<file path="src/rtl/tree_adder_pkg.sv">
// rtl/tree_adder_pkg.sv - shared constants, state enum and sizing helper for the tree-adder family
package tree_adder_pkg;

    localparam int DEFAULT_DIGIT_W    = 4;
    localparam int DEFAULT_NUM_DIGITS = 8;

    typedef enum logic {
        IDLE = 1'b0,
        RUN  = 1'b1
    } state_e;

    // Width of a digit index counter; never narrower than one bit.
    function automatic int cnt_width(input int n);
        return (n <= 1) ? 1 : $clog2(n);
    endfunction

endpackage

</file>
<file path="src/rtl/carry_expand.sv">
// rtl/carry_expand.sv - expands a group carry-in into per-bit carries from generate/propagate
module carry_expand #(
    parameter int DIGIT_W = 4
) (
    input  logic [DIGIT_W-1:0] g_i,
    input  logic [DIGIT_W-1:0] p_i,
    input  logic               c0_i,
    output logic [DIGIT_W:0]   c_o
);

    logic ripple;

    // Ripple the group carry through each bit; c_o[k] is the carry into bit k.
    always_comb begin
        ripple = c0_i;
        c_o    = '0;
        c_o[0] = c0_i;
        for (int i = 0; i < DIGIT_W; i++) begin
            ripple   = g_i[i] | (p_i[i] & ripple);
            c_o[i+1] = ripple;
        end
    end

endmodule

</file>
<file path="src/rtl/digit_serial_adder.sv">
// rtl/digit_serial_adder.sv - LSB-first digit-serial adder with registered carry and sum digit
module digit_serial_adder
    import tree_adder_pkg::*;
#(
    parameter int DIGIT_W    = DEFAULT_DIGIT_W,
    parameter int NUM_DIGITS = DEFAULT_NUM_DIGITS
) (
    input  logic               clk,
    input  logic               rst,
    input  logic               in_valid,
    output logic               in_ready,
    input  logic               in_first,
    input  logic [DIGIT_W-1:0] a_digit,
    input  logic [DIGIT_W-1:0] b_digit,
    input  logic               cin,
    output logic               out_valid,
    input  logic               out_ready,
    output logic [DIGIT_W-1:0] sum_digit,
    output logic               out_first,
    output logic               out_last,
    output logic               cout,
    output logic               ovf
);

    localparam int             CW       = cnt_width(NUM_DIGITS);
    localparam logic [CW-1:0]  LAST_IDX = CW'(NUM_DIGITS - 1);

    state_e               state_q, state_d;
    logic [CW-1:0]        cnt_q, cnt_d;
    logic                 carry_q, carry_d;
    logic                 out_valid_q, out_valid_d;
    logic [DIGIT_W-1:0]   sum_q, sum_d;
    logic                 first_q, first_d;
    logic                 last_q, last_d;
    logic                 cout_q, cout_d;
    logic                 ovf_q, ovf_d;

    logic                 accept;
    logic                 take;
    logic [CW-1:0]        idx;
    logic                 is_last;
    logic                 c0;
    logic [DIGIT_W-1:0]   g, p;
    logic [DIGIT_W:0]     c;

    assign in_ready = !out_valid_q || out_ready;
    assign accept   = in_valid && in_ready;
    // A non-first digit seen while idle belongs to no operand and is dropped.
    assign take     = accept && (in_first || state_q == RUN);
    assign idx      = in_first ? '0 : cnt_q;
    assign is_last  = (idx == LAST_IDX);
    assign c0       = in_first ? cin : carry_q;
    assign g        = a_digit & b_digit;
    assign p        = a_digit ^ b_digit;

    carry_expand #(.DIGIT_W(DIGIT_W)) u_carry_expand (
        .g_i  (g),
        .p_i  (p),
        .c0_i (c0),
        .c_o  (c)
    );

    // Next-state for FSM, digit counter, carry and the registered output digit.
    always_comb begin
        state_d     = state_q;
        cnt_d       = cnt_q;
        carry_d     = carry_q;
        out_valid_d = out_valid_q;
        sum_d       = sum_q;
        first_d     = first_q;
        last_d      = last_q;
        cout_d      = cout_q;
        ovf_d       = ovf_q;
        if (take) begin
            state_d     = is_last ? IDLE : RUN;
            cnt_d       = is_last ? '0 : idx + CW'(1);
            carry_d     = c[DIGIT_W];
            out_valid_d = 1'b1;
            sum_d       = p ^ c[DIGIT_W-1:0];
            first_d     = in_first;
            last_d      = is_last;
            cout_d      = is_last ? c[DIGIT_W] : 1'b0;
            ovf_d       = is_last ? (c[DIGIT_W] ^ c[DIGIT_W-1]) : 1'b0;
        end else if (out_ready) begin
            out_valid_d = 1'b0;
        end
    end

    // State and output registers; reset drops any partial operand and pending digit.
    always_ff @(posedge clk or posedge rst) begin
        if (rst) begin
            state_q     <= IDLE;
            cnt_q       <= '0;
            carry_q     <= 1'b0;
            out_valid_q <= 1'b0;
            sum_q       <= '0;
            first_q     <= 1'b0;
            last_q      <= 1'b0;
            cout_q      <= 1'b0;
            ovf_q       <= 1'b0;
        end else begin
            state_q     <= state_d;
            cnt_q       <= cnt_d;
            carry_q     <= carry_d;
            out_valid_q <= out_valid_d;
            sum_q       <= sum_d;
            first_q     <= first_d;
            last_q      <= last_d;
            cout_q      <= cout_d;
            ovf_q       <= ovf_d;
        end
    end

    assign out_valid = out_valid_q;
    assign sum_digit = sum_q;
    assign out_first = first_q;
    assign out_last  = last_q;
    assign cout      = cout_q;
    assign ovf       = ovf_q;

endmodule

</file>
<file path="config.mk">
export PLATFORM = sky130hd
export DESIGN_NAME = digit_serial_adder
export DESIGN_NICKNAME = d
export VERILOG_FILES = /design/src/rtl/tree_adder_pkg.sv /design/src/rtl/carry_expand.sv /design/src/rtl/digit_serial_adder.sv
export SDC_FILE = /design/constraint.sdc
export NUM_CORES = 1
export LEC_CHECK = 0
export CORE_MARGIN = 5
export CORE_UTILIZATION = 40
export DETAILED_ROUTE_END_ITERATION = 8
export GPL_ROUTABILITY_DRIVEN = 0
export PLACE_DENSITY = 0.71
export SETUP_SLACK_MARGIN = 0.3
export SKIP_LAST_GASP = 1
export SYNTH_ARGS = -nofsm -noshare
export SYNTH_HDL_FRONTEND = slang
export SYNTH_SLANG_ARGS = --single-unit
</file>
<file path="constraint.sdc">
create_clock -name clk -period 6.2 [get_ports clk]
set_clock_uncertainty 0.1 [all_clocks]
set_input_delay 0.93 -clock clk [delete_from_list [all_inputs] [get_ports clk]]
set_output_delay 0.93 -clock clk [all_outputs]
set_load 0.02 [all_outputs]
</file>
# == Yosys cells after proc, flatten, opt, wreduce, memory -nomap -nowiden ==
# Index checks and enable logic that the tools add are counted.
# totals
regBits,14
latch_bits,0
ramBits,0
mem_bits_ro,0
inputBits,14
n_memories,0
# classes
addsub,1
multipliers,0
div_mod_pow,0
order_cmp,0
n_eq_ne,1
shift,0
n_mux,8
bitwise_logic,12
reduce_logical,6
# ops
op,count
4-bit bitwise XOR,2
1-bit two-way mux,6
3-bit two-way mux,2
1-bit AND,4
4-bit AND,1
1-bit bitwise OR,4
"3-bit by 1-bit adder with 3-bit output, second input constant",1
"3-bit equality test, second input constant",1
1-bit logical AND,2
1-bit logical OR,2
2-bit nonzero test,1
1-bit zero test,1
1-bit bitwise XOR,1

# == Logic depth before layout (Yosys ltp) ==
# depth
ltp_word,11
depth_mapped,9

# == Hierarchy ==
# From an unflattened synthesis, not the netlist that was laid out.
# unflattened
cells_unflattened,62
hier_area_um2,810.8
# modules_own_cells
module,n_inst,cells_each,area_each_um2,seq_area_each_um2
digit_serial_adder,1,55,757.0,350.3
carry_expand,1,7,53.8,0.0

# == Worst setup path after synthesis ==
# OpenSTA, ideal clock, no wires.
# synth_path
path_type,input-to-reg
start,input port in_first
end,register ovf_q (netlist: ovf)
setup_ns,0.123
arrival_time_ns,2.811
t_required_ns,5.977
slack_ns,3.166
path_stages,9
n_path_buf,0
cell_sequence,mux2i_1 fa_1 inv_1 fa_1 fa_1 fa_1 xor2_1 nand2_1 mux2i_1
# synth_via
elab_chain_cells,11
word_cells_on_any_way,15
# synth_rtl
element,line,text
"start, declared",digit_serial_adder.sv:12,"input logic in_first,"
1-bit two-way mux,digit_serial_adder.sv:52,assign c0 = in_first ? cin : carry_q;
1-bit AND,carry_expand.sv:19,ripple = g_i[i] | (p_i[i] & ripple);
1-bit bitwise OR,carry_expand.sv:19,
1-bit AND,carry_expand.sv:19,
1-bit bitwise OR,carry_expand.sv:19,
1-bit AND,carry_expand.sv:19,
1-bit bitwise OR,carry_expand.sv:19,
1-bit AND,carry_expand.sv:19,
1-bit bitwise OR,carry_expand.sv:19,
via u_carry_expand.ripple,carry_expand.sv:11,logic ripple;
1-bit bitwise XOR,digit_serial_adder.sv:83,ovf_d = is_last ? (c[DIGIT_W] ^ c[DIGIT_W-1]) : 1'b0;
1-bit two-way mux,digit_serial_adder.sv:83,
"end signal, assigned",digit_serial_adder.sv:110,ovf_q <= ovf_d;
"end, declared",digit_serial_adder.sv:36,"logic ovf_q, ovf_d;"
# The timed path passes the listed nets, and every way through them passes these cells.
# A chain may end at the register's enable or synchronous reset.

# == Final worst setup path ==
# Ends and elaborated chain as after synthesis.

==> summary by stage <==
Status
The flow ran to the end, and the final reports show no timing, DRC or antenna violations.

Yosys
Ranked by total cell area, the synthesized netlist is headed by sky130_fd_sc_hd__dfrtp_1 47%, sky130_fd_sc_hd__fa_1 11%, sky130_fd_sc_hd__mux2_4 10%. The total nets after synthesis is 74. The library cell occupying the most area in the post-synthesis netlist is sky130_fd_sc_hd__dfrtp_1. sky130_fd_sc_hd__dfrtp_1 is the most common cell in the netlist. The flip-flop and latch count after synthesis is 14. The average size of a mapped cell is 13.86 um^2. After synthesis, the netlist uses 15 different library cells.

Of the post-synthesis cell area, the dominant cell type holds 0.4682. Counting instances in the post-synthesis netlist gives the leading cell types as 14 x sky130_fd_sc_hd__dfrtp_1, 9 x sky130_fd_sc_hd__inv_1, 6 x sky130_fd_sc_hd__mux2i_1. The synthesized cell area is 748.2 um^2.

Of the synthesized area, sequential elements account for 0.4682. Counting flops with an async set or reset pin after synthesis yields a share of 1.000. The most used flip-flop cell after synthesis is sky130_fd_sc_hd__dfrtp_1.

Counting flops with a built-in enable in the synthesized netlist gives 0. The synthesized instance count is 54. Yosys printed 0 warnings.

Floorplanning
The die boundary height is 53.25 um. The I/O pin count is 24. The initial utilization of the core area, before any placement, comes to 0.4287.

The total die area is 2836 um^2. The site row count is 15. The core region is 1745 um^2. In this run the horizontal extent of the chip is 53.25 um.

STA
Of the available clock period, the critical path in the final layout requires 0.5689. After layout, the worst setup slack is 2.673 ns. Hold timing on the final database bottoms out at a slack of 0.4094 ns.

The maximum clock frequency is 0.2835 GHz. Adding up every negative setup slack in the final design gives 0 ns. The headroom to the max-slew limit is 0.6401. The final hold violation count is 0. The final critical path time including I/O delays and setup is 3.527 ns. Setup repair after global routing left no endpoint under its margin. The worst-margin pin slew is 0.5393 ns. The number of max-slew violations in the final report is 0.

The count of final setup violators is 0.

Critical path
The worst setup path is launched from an input pin. The worst register-to-register path begins at carry_q. Walking the worst path, the cells encountered are clkdlybuf4s50_1 > mux2i_1 > fa_1 > inv_1 > fa_1 > fa_1 > fa_1 > xor2_1 > nand2_1 > mux2i_1. The data required time at the worst endpoint is 6.26 ns. The category of the most critical setup path is input pin to flop. The most numerous cell type found on the critical path is sky130_fd_sc_hd__fa_1. The top fanout value on the critical path is 6.

The maximum cell stage delay along the critical path is 0.61 ns. The startpoint of the worst setup timing path is in_first. The worst path arrival time is 3.59 ns. The kind of end point of the critical path is a flop. The cell type of the slowest stage on the worst timing path is sky130_fd_sc_hd__clkdlybuf4s50_1.

Route
The detail-routed net length per standard cell is 12.60 um. The ratio of routed vias to standard cells is 4.543. The number of optimization iterations in the first detailed-route pass is 3. In the routed design, unresolved DRC markers number 0.

For this block, the via count after detailed routing is 477. The detail route stage leaves a number of antenna-violating nets equal to 0. Wires add up to 1323 um. The detailed router finished its first iteration with 2 violations.

Power and ir drop
Of the total power, the share spent switching nets is 0.2860. The largest vdd supply drop is 0.0001544 V. The clock share of power is 0.245.

The share of total power dissipated in combinational logic is 0.328. The analysis attributes to net switching a power of 0.07911 mW. The share of total power dissipated in sequential elements is 0.427. The final total power is 0.2766 mW. The cell internal power dissipation is 0.1975 mW. In this run the static leakage power is 0.4853 nW. The power per cell area is 269.6 nW/um^2.

Global route
The maximum number of pins on one net before global-route repair is 15. The combined global-route utilization of all metal layers is 0.1097. The sum of overflow across all layers after global routing is 0. The global-route wire length before repair is 2166 um. The initial antenna violation count is 0. The number of global-route vias before repair is 517.

Placed design
The worst setup slack before clock tree synthesis is 2.322 ns. The HPWL after detailed placement is 1052 um. After detailed placement, the design holds a cell count of 101. The post-detailed-placement cell area is 989.7 um^2.

The number of buffer cells added on primary ports is 23.

Layout
At the end of the flow, the number of nets in the layout was 101. Of the cells placed in the final design, the portion with a size suffix greater than 1 is 0.2000. 0 antenna diodes ended up in the layout. Fill cells in the final layout number 170. In the final layout, the multi-input gates occupy 344.1 um^2.

The area overhead of the layout relative to synthesis is 37.12%. The post-route cell area is 1026 um^2. Across the whole layout, storage elements account for 350.3 um^2.

Excluding fillers, the count of instances in the completed layout stands at 105. The utilization after layout is 0.5878.

Clocking
No sink is reached through more buffers than the 2 on the longest clock path. In this run, post-CTS repair resized a total of 0 instances. Clock tree synthesis selected as its root buffer the cell sky130_fd_sc_hd__clkbuf_4. The deepest level of the CTS H-tree is 1. The later pin in the worst-skew pair is clocked with a latency of 0.29 ns.

The number of buffers inserted by post-CTS setup repair is 0. The clock transition at the register clock pins on the worst setup and hold paths after CTS is 0.09 ns. The TritonCTS clock tree is built. The number of hold buffers added after CTS is 0. The number of clock sinks seen by CTS is 14. Buffers inserted during clock tree synthesis total 3.

Job
The number of max-capacitance violations reported is 0.

Hold path
In this run the worst hold path is classified as flop to flop. In this run the most critical hold path is launched from cnt_q[2].
-- cells by family after synthesis --
logic type               after synthesis  share of synthesized area
multiplexers                          14                     0.2257
AND/OR/NAND/NOR                        8                    0.07023
flip-flops                            14                     0.4682
AO/OA/AOI/OAI                          1                    0.01171
XOR/XNOR                               1                    0.01171
buffers and inverters                 10                    0.07190
adder cells (fa/ha/maj)                6                     0.1405
-- path summary, 6_finish.rpt --
check | slack [ns] | cells after the start | end
setup / recovery | 2.67 | 10 | ovf
setup reg to reg | 3.60 | 9 | ovf
max in group asynchronous | 4.76 | 2 | cnt_q[2]
hold reg to reg | 0.41 | 1 | cnt_q[2]
hold / removal | 0.41 | 1 | cnt_q[2]
min in group asynchronous | 0.88 | 2 | sum_digit[0]
-- critical path, delay by kind of cell --
family | cells | cell delay [ns]
buffers and inverters | 2 | 0.66
XOR/XNOR | 1 | 0.18
AND/OR/NAND/NOR | 1 | 0.06
adder cells (fa/ha/maj) | 4 | 1.44
multiplexers | 2 | 0.31
-- power by group through the flow --
stage	registers, mW	clock network (mW)	logic [mW]
after global placement	0.119	0	0.0898
after CTS	0.118	0.0682	0.0930
after global routing	0.120	0.0733	0.0991
after floorplan	0.131	0	0.0433
after detailed placement	0.120	0	0.0921
final	0.118	0.0678	0.0907
-- final cells by class --
cell class | count | area share
inverter | 9 | 0.03293
tap | 25 | 0.03049
sequential | 14 | 0.3415
timing repair buffer | 23 | 0.2244
clock buffer | 4 | 0.03537
multi-input combinational | 30 | 0.3354
-- sequential cells by signal, indices dropped and copies added, names as in the netlist --
signal / cells
carry_q: 1
cout: 1
sum_digit: 4
out_last: 1
ovf: 1
out_first: 1
state_q: 1
out_valid: 1
cnt_q: 3
-- cell usage in the layout (no fill, tap or decap), drive strengths merged --
cell	instances
clkdlybuf4s50	23
dfrtp	14
inv	9
mux2	8
mux2i	6
fa	4
clkbuf	4
nand2	3
and2b	2
ha	2
o21ai	1
nand2b	1
nor2b	1
nor2	1
xor2	1
-- layer usage --
layer,share of wire,wire (um),vias up,GRT usage
li1,-,-,223,-
met1,0.41,539,236,0.1223
met2,0.50,663,16,0.1857
met3,0.078,103,2,0.04507
met4,0.013,17,0,0.03830
met5,0,0,-,0
Note: power is estimated with default switching activity, not from simulation.
